==> src/rtl/div_pkg.sv <==
// Shared definitions for the sequential divider: FSM state encoding and
// width-generic special-case constants (all-ones quotient, most-negative value).
// Helpers return 64-bit values; callers size-cast to their operand width.
package div_pkg;

  typedef enum logic [1:0] {
    IDLE = 2'd0,
    CALC = 2'd1,
    DONE = 2'd2
  } div_state_t;

  // Quotient reported for a zero divisor: every bit of the operand width set.
  function automatic logic [63:0] all_ones(input int len);
    logic [63:0] v;
    v = '0;
    for (int i = 0; i < 64; i++) begin
      if (i < len) v[i] = 1'b1;
    end
    return v;
  endfunction

  // Two's-complement most-negative value for the operand width.
  function automatic logic [63:0] most_neg(input int len);
    logic [63:0] v;
    v = '0;
    for (int i = 0; i < 64; i++) begin
      if (i == len - 1) v[i] = 1'b1;
    end
    return v;
  endfunction

endpackage

==> src/rtl/div_step.sv <==
// One restoring shift-subtract step, purely combinational.
// Ports: rem_in/dvs/bit_in -> rem_out (new partial remainder), q_bit (quotient bit).
// Operates on unsigned magnitudes only; sign handling belongs to the caller.
module div_step #(
  parameter int LEN = 16
) (
  input  logic [LEN-1:0] rem_in,
  input  logic [LEN-1:0] dvs,
  input  logic           bit_in,
  output logic [LEN-1:0] rem_out,
  output logic           q_bit
);

  logic [LEN:0] shifted;
  logic [LEN:0] diff;

  // rem_in < dvs holds between steps, so shifted < 2*dvs and the difference
  // can never overflow into the extra top bit; that bit is a pure borrow flag.
  // With dvs == 0 the remainder simply accumulates the dividend bits.
  assign shifted = {rem_in, bit_in};
  assign diff    = shifted - {1'b0, dvs};
  assign q_bit   = ~diff[LEN];
  assign rem_out = q_bit ? diff[LEN-1:0] : shifted[LEN-1:0];

endmodule

==> src/rtl/div_seq.sv <==
// Sequential restoring divider (unsigned or two's-complement signed), LEN-cycle fixed latency.
// Ports: CLK, RST_N (sync, active-low); IN_VALID/IN_READY + A/B in; OUT_VALID/OUT_READY + Q/R out.
// One operation in flight; IN_READY only in IDLE, Q/R held in DONE until OUT_READY.
module div_seq
  import div_pkg::*;
#(
  parameter int LEN    = 16,
  parameter bit SIGNED = 1'b0
) (
  input  logic           CLK,
  input  logic           RST_N,
  input  logic           IN_VALID,
  output logic           IN_READY,
  input  logic [LEN-1:0] A,
  input  logic [LEN-1:0] B,
  output logic           OUT_VALID,
  input  logic           OUT_READY,
  output logic [LEN-1:0] Q,
  output logic [LEN-1:0] R
);

  localparam int            CNT_W = $clog2(LEN);
  localparam logic [LEN-1:0] ONES = LEN'(all_ones(LEN));

  div_state_t state_q, state_d;

  logic [CNT_W-1:0] cnt_q;
  logic [LEN-1:0]   rem_q;     // partial remainder (magnitude)
  logic [LEN-1:0]   dvd_q;     // dividend bits shift out the top, quotient bits shift in
  logic [LEN-1:0]   dvs_q;     // divisor magnitude
  logic             neg_q_q;   // negate quotient at the end
  logic             neg_r_q;   // negate remainder at the end (follows dividend sign)
  logic             bz_q;      // divisor was zero

  logic             a_neg, b_neg;
  logic [LEN-1:0]   a_mag, b_mag;
  logic [LEN-1:0]   rem_nxt;
  logic             q_bit;
  logic [LEN-1:0]   q_mag;
  logic [LEN-1:0]   q_fin, r_fin;
  logic             last_step;

  // Most-negative A negates to itself, which is the correct unsigned magnitude.
  assign a_neg = SIGNED && A[LEN-1];
  assign b_neg = SIGNED && B[LEN-1];
  assign a_mag = a_neg ? -A : A;
  assign b_mag = b_neg ? -B : B;

  div_step #(.LEN(LEN)) u_step (
    .rem_in  (rem_q),
    .dvs     (dvs_q),
    .bit_in  (dvd_q[LEN-1]),
    .rem_out (rem_nxt),
    .q_bit   (q_bit)
  );

  assign q_mag     = {dvd_q[LEN-2:0], q_bit};
  assign last_step = (cnt_q == CNT_W'(LEN - 1));

  // Divide-by-zero: the magnitude datapath already yields R = |A|, and the
  // dividend-sign correction restores A; Q is forced so the divisor sign
  // cannot flip the all-ones pattern.
  assign q_fin = bz_q    ? ONES     : (neg_q_q ? -q_mag : q_mag);
  assign r_fin = neg_r_q ? -rem_nxt : rem_nxt;

  always_ff @(posedge CLK) begin
    if (!RST_N) state_q <= IDLE;
    else        state_q <= state_d;
  end

  always_comb begin
    state_d   = state_q;
    IN_READY  = 1'b0;
    OUT_VALID = 1'b0;
    case (state_q)
      IDLE: begin
        IN_READY = 1'b1;
        if (IN_VALID) state_d = CALC;
      end
      CALC: begin
        if (last_step) state_d = DONE;
      end
      DONE: begin
        OUT_VALID = 1'b1;
        if (OUT_READY) state_d = IDLE;
      end
      default: state_d = IDLE;
    endcase
  end

  always_ff @(posedge CLK) begin
    if (!RST_N) begin
      cnt_q   <= '0;
      rem_q   <= '0;
      dvd_q   <= '0;
      dvs_q   <= '0;
      neg_q_q <= 1'b0;
      neg_r_q <= 1'b0;
      bz_q    <= 1'b0;
      Q       <= '0;
      R       <= '0;
    end else begin
      case (state_q)
        IDLE: begin
          if (IN_VALID) begin
            cnt_q   <= '0;
            rem_q   <= '0;
            dvd_q   <= a_mag;
            dvs_q   <= b_mag;
            neg_q_q <= a_neg ^ b_neg;
            neg_r_q <= a_neg;
            bz_q    <= (B == '0);
          end
        end
        CALC: begin
          rem_q <= rem_nxt;
          dvd_q <= q_mag;
          if (last_step) begin
            cnt_q <= '0;
            Q     <= q_fin;
            R     <= r_fin;
          end else begin
            cnt_q <= cnt_q + CNT_W'(1);
          end
        end
        default: ;
      endcase
    end
  end

endmodule
==> config.mk <==
export PLATFORM = sky130hd
export DESIGN_NAME = div_seq
export DESIGN_NICKNAME = d
export VERILOG_FILES = /design/src/rtl/div_pkg.sv /design/src/rtl/div_step.sv /design/src/rtl/div_seq.sv
export SDC_FILE = /design/constraint.sdc
export NUM_CORES = 1
export LEC_CHECK = 0
export BUFFER_PORTS_ARGS = -buffer_cell sky130_fd_sc_hd__buf_2
export CORE_UTILIZATION = 50
export CTS_CLUSTER_SIZE = 20
export DETAILED_ROUTE_END_ITERATION = 10
export PLACE_DENSITY = 0.72
export SETUP_SLACK_MARGIN = 0.4
export SLEW_MARGIN = 15
export SYNTH_ARGS = -nofsm -noshare
export SYNTH_HDL_FRONTEND = slang
export SYNTH_SLANG_ARGS = --single-unit
==> constraint.sdc <==
create_clock -name CLK -period 3.1 [get_ports CLK]
set_input_delay 0.155 -clock CLK [delete_from_list [all_inputs] [get_ports CLK]]
set_output_delay 0.155 -clock CLK [all_outputs]
set_load 0.01 [all_outputs]
==> impl_metrics.py, run 1 <==
metrics = {
    "run_status": {
        "status": "complete, no violations",
    },
    "clocking": {
        "clockBufferDepth": 2,
        "htree_num_levels": 3,
        "cts.sinks": 87,
        "cts_root_buffer": "clkbuf_8",
        "cts_tree": "built",
        "clk_latency_ns": 0.36,
        "clk_pin_slew_ns": 0.09,
        "cts_buffers": 9,
    },
    "timing": {
        "setup_viol": 0,
        "drv_slew": 0,
        "final.setup_skew_ns": 0.0152,
        "fin_crit_sh_pct": 87.3,
        "setup_slack_ns": 0.395,
        "fin_tns_setup_ns": 0,
        "holdWs_ns": 0.0425,
        "rsz0062_at_grt": "true",
        "fmax_mhz": 370,
        "max-slew-margin-rel_pct": 49.7,
        "hold_viol": 0,
        "tightest_slew_ns": 0.753,
        "period_needed_ns": 2.70,
    },
    "grt": {
        "use_met3_pct": 4.21,
        "grt_pass1_wl_mm": 17.9,
        "busiest_layer": "met2",
        "antenna_found_initial": 0,
        "globalRouteMet1Util_pct": 37.0,
        "grt_remaining_overflow": 0,
        "grt_max_degree": 46,
        "grt_pass1_vias": 3576,
        "gr-usage-met2_pct": 40.7,
        "grt.total_usage_pct": 26.2,
    },
    "cells_and_area": {
        "fin_nets": 649,
        "drive_above_1_share_pct": 23.7,
        "diodes": 0,
        "final_cell_count_no_fill": 705,
        "syn_to_final_growth_pct": 20.5,
        "stdcell_area_um2": 5080,
    },
    "logic_synthesis": {
        "synth_fp_nets": 581,
        "synth.mux.area_fraction_pct": 3.59,
        "async_reset_ff_share_pct": 0,
        "synth-simple-area-share_pct": 21.4,
        "postSynthCellCount": 527,
        "post_synth_num_cell_types": 49,
        "synthesis.area_um2": 4210,
        "synthMostInstantiatedCell": "nand2_1",
        "synth_xor_area_share_pct": 3.56,
        "synth_top_family_by_area": "simple AND/OR/NAND/NOR gates",
        "yosys.area_share.adder_pct": 5.52,
        "synth_top_area_cell": "dfxtp_1",
        "synth_ff_type": "dfxtp_1",
        "synth-compound-area-share_pct": 19.7,
        "synth_top_area_share_pct": 41.3,
        "synth_area_leaders": "dfxtp_1 41%, nand2_1 8.9%, a21oi_1 5.8%",
        "ys_ff_latch": 87,
        "yosys_warnings": 0,
        "syn_avg_cell_area_um2": 8.00,
        "synth_edf_count": 0,
        "synth_common_cells": "100 x nand2_1, 87 x dfxtp_1, 49 x a21oi_1",
        "ys_seq_area_share_pct": 41.3,
    },
    "routing": {
        "ant_nets": 0,
        "drc_errors": 0,
        "vias_per_cell": 5.55,
        "vias": 3910,
        "dr.pass1.iters": 4,
        "drtIter0Drc": 221,
        "routed_wl_mm": 11.0,
        "wl_per_cell_um": 15.6,
    },
    "setup_path": {
        "r2r-end": "rem_q[5]$_SDFFE_PN0P_",
        "crit_type": "flip-flop to flip-flop",
        "crit_slowest_cell": "fa_2",
        "reg2reg_depth": 13,
        "worstPathMaxFanout": 7,
        "path_cells": "inv_2 -> ha_4 -> inv_2 -> fa_2 -> a21o_1 -> a311oi_2 -> o21a_2 -> o21ai_4 -> xnor2_4 -> buf_12 -> buf_12 -> mux2i_4 -> o21ai_1",
        "cp_data_required_time_ns": 3.32,
        "r2r_start": "dvd_q[15]$_SDFFE_PN0P_",
        "crit_path_end_kind": "flip-flop",
        "crit_end": "rem_q[5]$_SDFFE_PN0P_",
        "critical_path.startpoint": "dvd_q[15]$_SDFFE_PN0P_",
        "cpPeakStageDelay_ns": 0.35,
        "startpoint_type": "flip-flop",
        "critPathArrivalTime_ns": 2.93,
        "rrSetupSlack_ns": 0.40,
    },
    "placement": {
        "placed_area_um2": 4630,
        "place_ws_ns": 0.109,
        "place_inst": 679,
        "io_buffers": 69,
        "place.gp.congestion": 0.929,
        "dp_hpwl_mm": 7.80,
    },
    "run": {
        "cap_violations": 0,
    },
    "floorplan": {
        "die_y_um": 93.8,
        "rows": 33,
        "die_w_um": 93.8,
        "die_area_um2": 8800,
        "start_util_pct": 51.5,
        "ios": 70,
        "coreArea_um2": 8180,
    },
    "min_path": {
        "hp-class": "input pin to flip-flop",
        "worstHoldStart": "B[8]",
        "hold-path-cell-count": 3,
    },
    "power_and_ir_drop": {
        "peakVddDrop_v": 0.000823,
        "p_leak_nw": 2.08,
        "powerDensity_nw_per_um2": 1190,
    },
}
through the flow:
stage / utilization (%) / total power, mW
global placement: 56.7 / 3.93
detailed placement: 56.7 / 3.99
finish: 62.1 / 6.05
floorplan: - / 3.46
global route: 62.1 / 6.38
CTS: 60.1 / 5.28
routing by layer:
| metal | wire (um) | vias up |
|---|---|---|
| met5 | 0 | - |
| met4 | 95 | 0 |
| met3 | 592 | 7 |
| met2 | 4970 | 103 |
| met1 | 5330 | 1836 |
| li1 | - | 1964 |
cells in the final DEF (no fill, tap or decap), types with 4 or more instances in the layout:
master,netlist,final
ha_1,17,16
o21ai_0,37,36
clkbuf_8,0,10
buf_2,0,69
mux2i_2,0,6
dfxtp_1,87,85
nand2_1,100,100
nor2_1,48,47
nand2b_1,5,5
buf_4,0,13
nor4_1,4,4
o211ai_1,4,4
inv_1,19,17
nor3_1,31,31
o21ai_1,8,8
a21oi_1,49,46
xor2_1,9,8
a21oi_2,2,5
xnor2_1,5,5
mux2i_4,0,5
a311oi_1,14,14
nand3_1,10,10
area by class of cell:
cell class	count	area [um2]
clock buffer	10	138
clock inverter	6	75.1
fill	733	3100
inverter	20	75.1
multi-input combinational	390	2400
sequential	87	1740
tap	105	131
timing repair buffer	87	517
critical path: cells and delay by family, from the launching register on:
kind / cells / cell delay, ns
compound gates: 5 / 0.90
fa+ha+maj: 2 / 0.47
buf+inv: 4 / 0.38
flops: 1 / 0.33
mux: 1 / 0.26
xor+xnor: 1 / 0.22
sequential cells by signal (all words and copies together) (netlist names):
signal,flops
bz_q,1
dvd_q,16
dvs_q,16
R,16
rem_q,16
cnt_q,4
state_q,2
Q,16
power breakdown:
part	total, mW	switching, mW	internal, mW
combinational	3.84	1.88	1.96
sequential	1.36	0.136	1.23
clock	0.845	0.437	0.407
logic make-up after synthesis:
family | count (synthesis)
xor gates and xnor gates | 15
AOI/OAI and AO/OA | 132
and+or+nand+nor | 210
adders and majority gates | 18
DFF | 87
buffers and inverters | 50
muxes | 15
worst min path at each step:
| stage | endpoint | slack, ns |
|---|---|---|
| after global placement | dvs_q[7]$_SDFFE_PN0P_ | 0.41 |
| after floorplan | dvs_q[10]$_SDFFE_PN0P_ | 0.29 |
| after CTS | dvs_q[8]$_SDFFE_PN0P_ | 0.03 |
| after detailed placement | dvs_q[8]$_SDFFE_PN0P_ | 0.42 |
| after global routing | dvs_q[5]$_SDFFE_PN0P_ | 0.02 |
| final | dvs_q[8]$_SDFFE_PN0P_ | 0.04 |
what timing repair did:
item	CTS	global route
hold buffers	0	0
setup endpoints to repair	30	34
setup buffers	5	5
pin swaps	3	9
endpoints found under the hold margin	0	0
gates resized for setup	4	30
Note: power is estimated with default switching activity, not from simulation.
==> inputs of run 2 (changes only) <==
--- a/config.mk
+++ b/config.mk
@@ -6,10 +6,9 @@
 export NUM_CORES = 1
 export LEC_CHECK = 0
 export BUFFER_PORTS_ARGS = -buffer_cell sky130_fd_sc_hd__buf_2
-export CORE_UTILIZATION = 50
+export CORE_UTILIZATION = 41
 export CTS_CLUSTER_SIZE = 20
 export DETAILED_ROUTE_END_ITERATION = 10
-export PLACE_DENSITY = 0.72
 export SETUP_SLACK_MARGIN = 0.4
 export SLEW_MARGIN = 15
 export SYNTH_ARGS = -nofsm -noshare
==> run 2 against run 1 <==
  * Routed wire length is 2.6% higher
  * Die area is 21% higher
  * Clock power is 0.6% lower
  * Final cell count is 4.3% higher
  * Sequential power hardly changed
  * Utilization is 9.4 points lower
  * Critical endpoint is now rem_q[9]$_SDFFE_PN0P_
  * Count of clock-buffer cells in the layout is 1 lower
  * Critical path depth stayed put
  * Total power is 9.0% higher
  * Critical path type unchanged
  * Fmax is 2.1% lower
==> impl_metrics.py, run 2 (synthesis gave the netlist of run 1 again) <==
metrics = {
    "setup_path": {
        "worstPathMaxFanout": 5,
        "worst_path_most_repeated_cell": "inv_2",
        "crit_type": "flip-flop to flip-flop",
        "cp_top_family": "compound AO/OA/AOI/OAI gates",
        "cp_data_required_time_ns": 3.32,
        "cpPeakStageDelay_ns": 0.36,
        "crit_path_end_kind": "flip-flop",
        "path_cells": "inv_2 -> ha_4 -> inv_2 -> fa_2 -> a21o_1 -> a311oi_2 -> o21a_2 -> o21ai_4 -> xnor2_4 -> buf_6 -> buf_16 -> mux2i_2 -> o21ai_1",
        "startpoint_type": "flip-flop",
        "crit_slowest_cell": "fa_2",
        "critPathArrivalTime_ns": 2.99,
        "crit_buf_inv": 4,
    },
    "routing": {
        "drtIter0Drc": 244,
        "ant_nets": 0,
        "wl_per_cell_um": 15.3,
        "vias_per_cell": 5.37,
        "vias": 3949,
        "dr.pass1.iters": 4,
        "routed_wl_mm": 11.3,
        "drc_errors": 0,
    },
    "clocking": {
        "cts.sinks": 87,
        "cts_tree": "built",
        "clk_latency_ns": 0.36,
        "cts_hold_buf": 0,
        "cts_buffers": 9,
        "clk_pin_slew_ns": 0.09,
        "clockBufferDepth": 2,
        "cts_root_buffer": "clkbuf_8",
        "htree_num_levels": 3,
    },
    "placement": {
        "io_buffers": 69,
        "dp_hpwl_mm": 7.94,
        "place_inst": 706,
        "placed_area_um2": 4670,
        "place_ws_ns": 0.266,
        "place.gp.congestion": 0.828,
    },
    "grt": {
        "grt_max_degree": 48,
        "grt_pass1_wl_mm": 17.9,
        "grt_remaining_overflow": 0,
        "grt_pass1_vias": 3622,
        "antenna_found_initial": 0,
        "grt.total_usage_pct": 22.0,
    },
    "floorplan": {
        "ios": 70,
        "rows": 36,
        "die_w_um": 103,
        "die_area_um2": 10700,
        "coreArea_um2": 9860,
        "die_y_um": 103,
        "start_util_pct": 42.7,
    },
    "timing": {
        "tightest_slew_ns": 0.751,
        "fin_crit_sh_pct": 89.1,
        "drv_slew": 0,
        "fmax_mhz": 362,
        "setup_viol": 0,
        "setup_slack_ns": 0.337,
        "period_needed_ns": 2.76,
        "hold_viol": 0,
        "fin_tns_setup_ns": 0,
        "max-slew-margin-rel_pct": 49.9,
        "final.setup_skew_ns": 0.0194,
        "rsz0062_at_grt": "true",
    },
    "cells_and_area": {
        "fillers": 968,
        "final_util_pct": 52.7,
        "stdcell_area_um2": 5200,
        "diodes": 0,
        "drive_above_1_share_pct": 24.1,
        "layout_commonest_cell": "nand2_1",
        "final_cell_mix": "100 x nand2_1, 85 x dfxtp_1, 69 x buf_2",
        "fin_nets": 651,
        "final_cell_count_no_fill": 735,
        "syn_to_final_growth_pct": 23.4,
    },
    "min_path": {
        "hp-class": "input pin to flip-flop",
    },
    "power_and_ir_drop": {
        "peakVddDrop_v": 0.00130,
        "netSwitchingFraction_pct": 39.7,
        "p_leak_nw": 2.10,
        "power.internal_mw": 3.98,
        "powerDensity_nw_per_um2": 1270,
        "power_switching_mw": 2.61,
        "power_frac_seq_pct": 20.7,
        "p_comb_share_pct": 66.6,
        "clkPwrFrac_pct": 12.7,
    },
    "run_status": {
        "status": "complete, no violations",
    },
    "run": {
        "cap_violations": 0,
    },
}
run 2: routing by layer:
| layer | global-route usage, % | vias up | routed length, um |
|---|---|---|---|
| li1 | - | 1966 | - |
| met1 | 29.5 | 1878 | 5310 |
| met2 | 35.9 | 97 | 5380 |
| met3 | 4.37 | 8 | 476 |
| met4 | 6.07 | 0 | 111 |
| met5 | 0 | - | 0 |
run 2: final cells by class:
type / count / area (um2) / area share [%]
sequential: 87 / 1740 / 33.5
inverter: 20 / 75.1 / 1.44
timing repair buffer: 89 / 597 / 11.5
clock inverter: 7 / 91.3 / 1.76
tap: 133 / 166 / 3.20
multi-input combinational: 390 / 2400 / 46.2
clock buffer: 9 / 124 / 2.38
run 2: path summary, 6_finish.rpt:
kind | startpoint | endpoint | slack (ns) | depth (start not counted)
worst min-delay path | B[14] | dvs_q[14]$_SDFFE_PN0P_ | 0.05 | 3
worst max register to register | dvd_q[15]$_SDFFE_PN0P_ | rem_q[9]$_SDFFE_PN0P_ | 0.34 | 13
worst min register to register | dvs_q[3]$_SDFFE_PN0P_ | dvs_q[3]$_SDFFE_PN0P_ | 0.46 | 2
worst max-delay path | dvd_q[15]$_SDFFE_PN0P_ | rem_q[9]$_SDFFE_PN0P_ | 0.34 | 13
run 2: power groups by stage:
stage | Sequential (mW) | Clock, mW | Combinational (mW)
final | 1.36 | 0.840 | 4.39
after global routing | 1.38 | 0.918 | 4.64
after CTS | 1.35 | 0.862 | 3.39
after detailed placement | 1.37 | 0 | 2.66
after global placement | 1.37 | 0 | 2.62
after floorplan | 1.32 | 0 | 2.14
run 2: worst register-to-register path: stages, from the launching register on:
cell	delay (ns)
dfxtp_2	0.32
inv_2	0.07
ha_4	0.13
inv_2	0.03
fa_2	0.36
a21o_1	0.19
a311oi_2	0.34
o21a_2	0.23
o21ai_4	0.08
xnor2_4	0.27
buf_6	0.16
buf_16	0.14
mux2i_2	0.24
o21ai_1	0.08
run 2: through the flow:
stage                     hold WS (ns)  power (mW)
after CTS                       0.0308        5.60
after global placement           0.408        3.99
final                           0.0483        6.59
after floorplan                  0.291        3.46
after detailed placement         0.415        4.03
after global routing            0.0356        6.94
run 2: timing repair:
action                                  4_1_cts  5_1_grt
setup buffers                                 4        6
endpoints found under the setup margin       28       32
gates resized for setup                       2       37
gates cloned                                  2        1
pin swaps                                     3       14
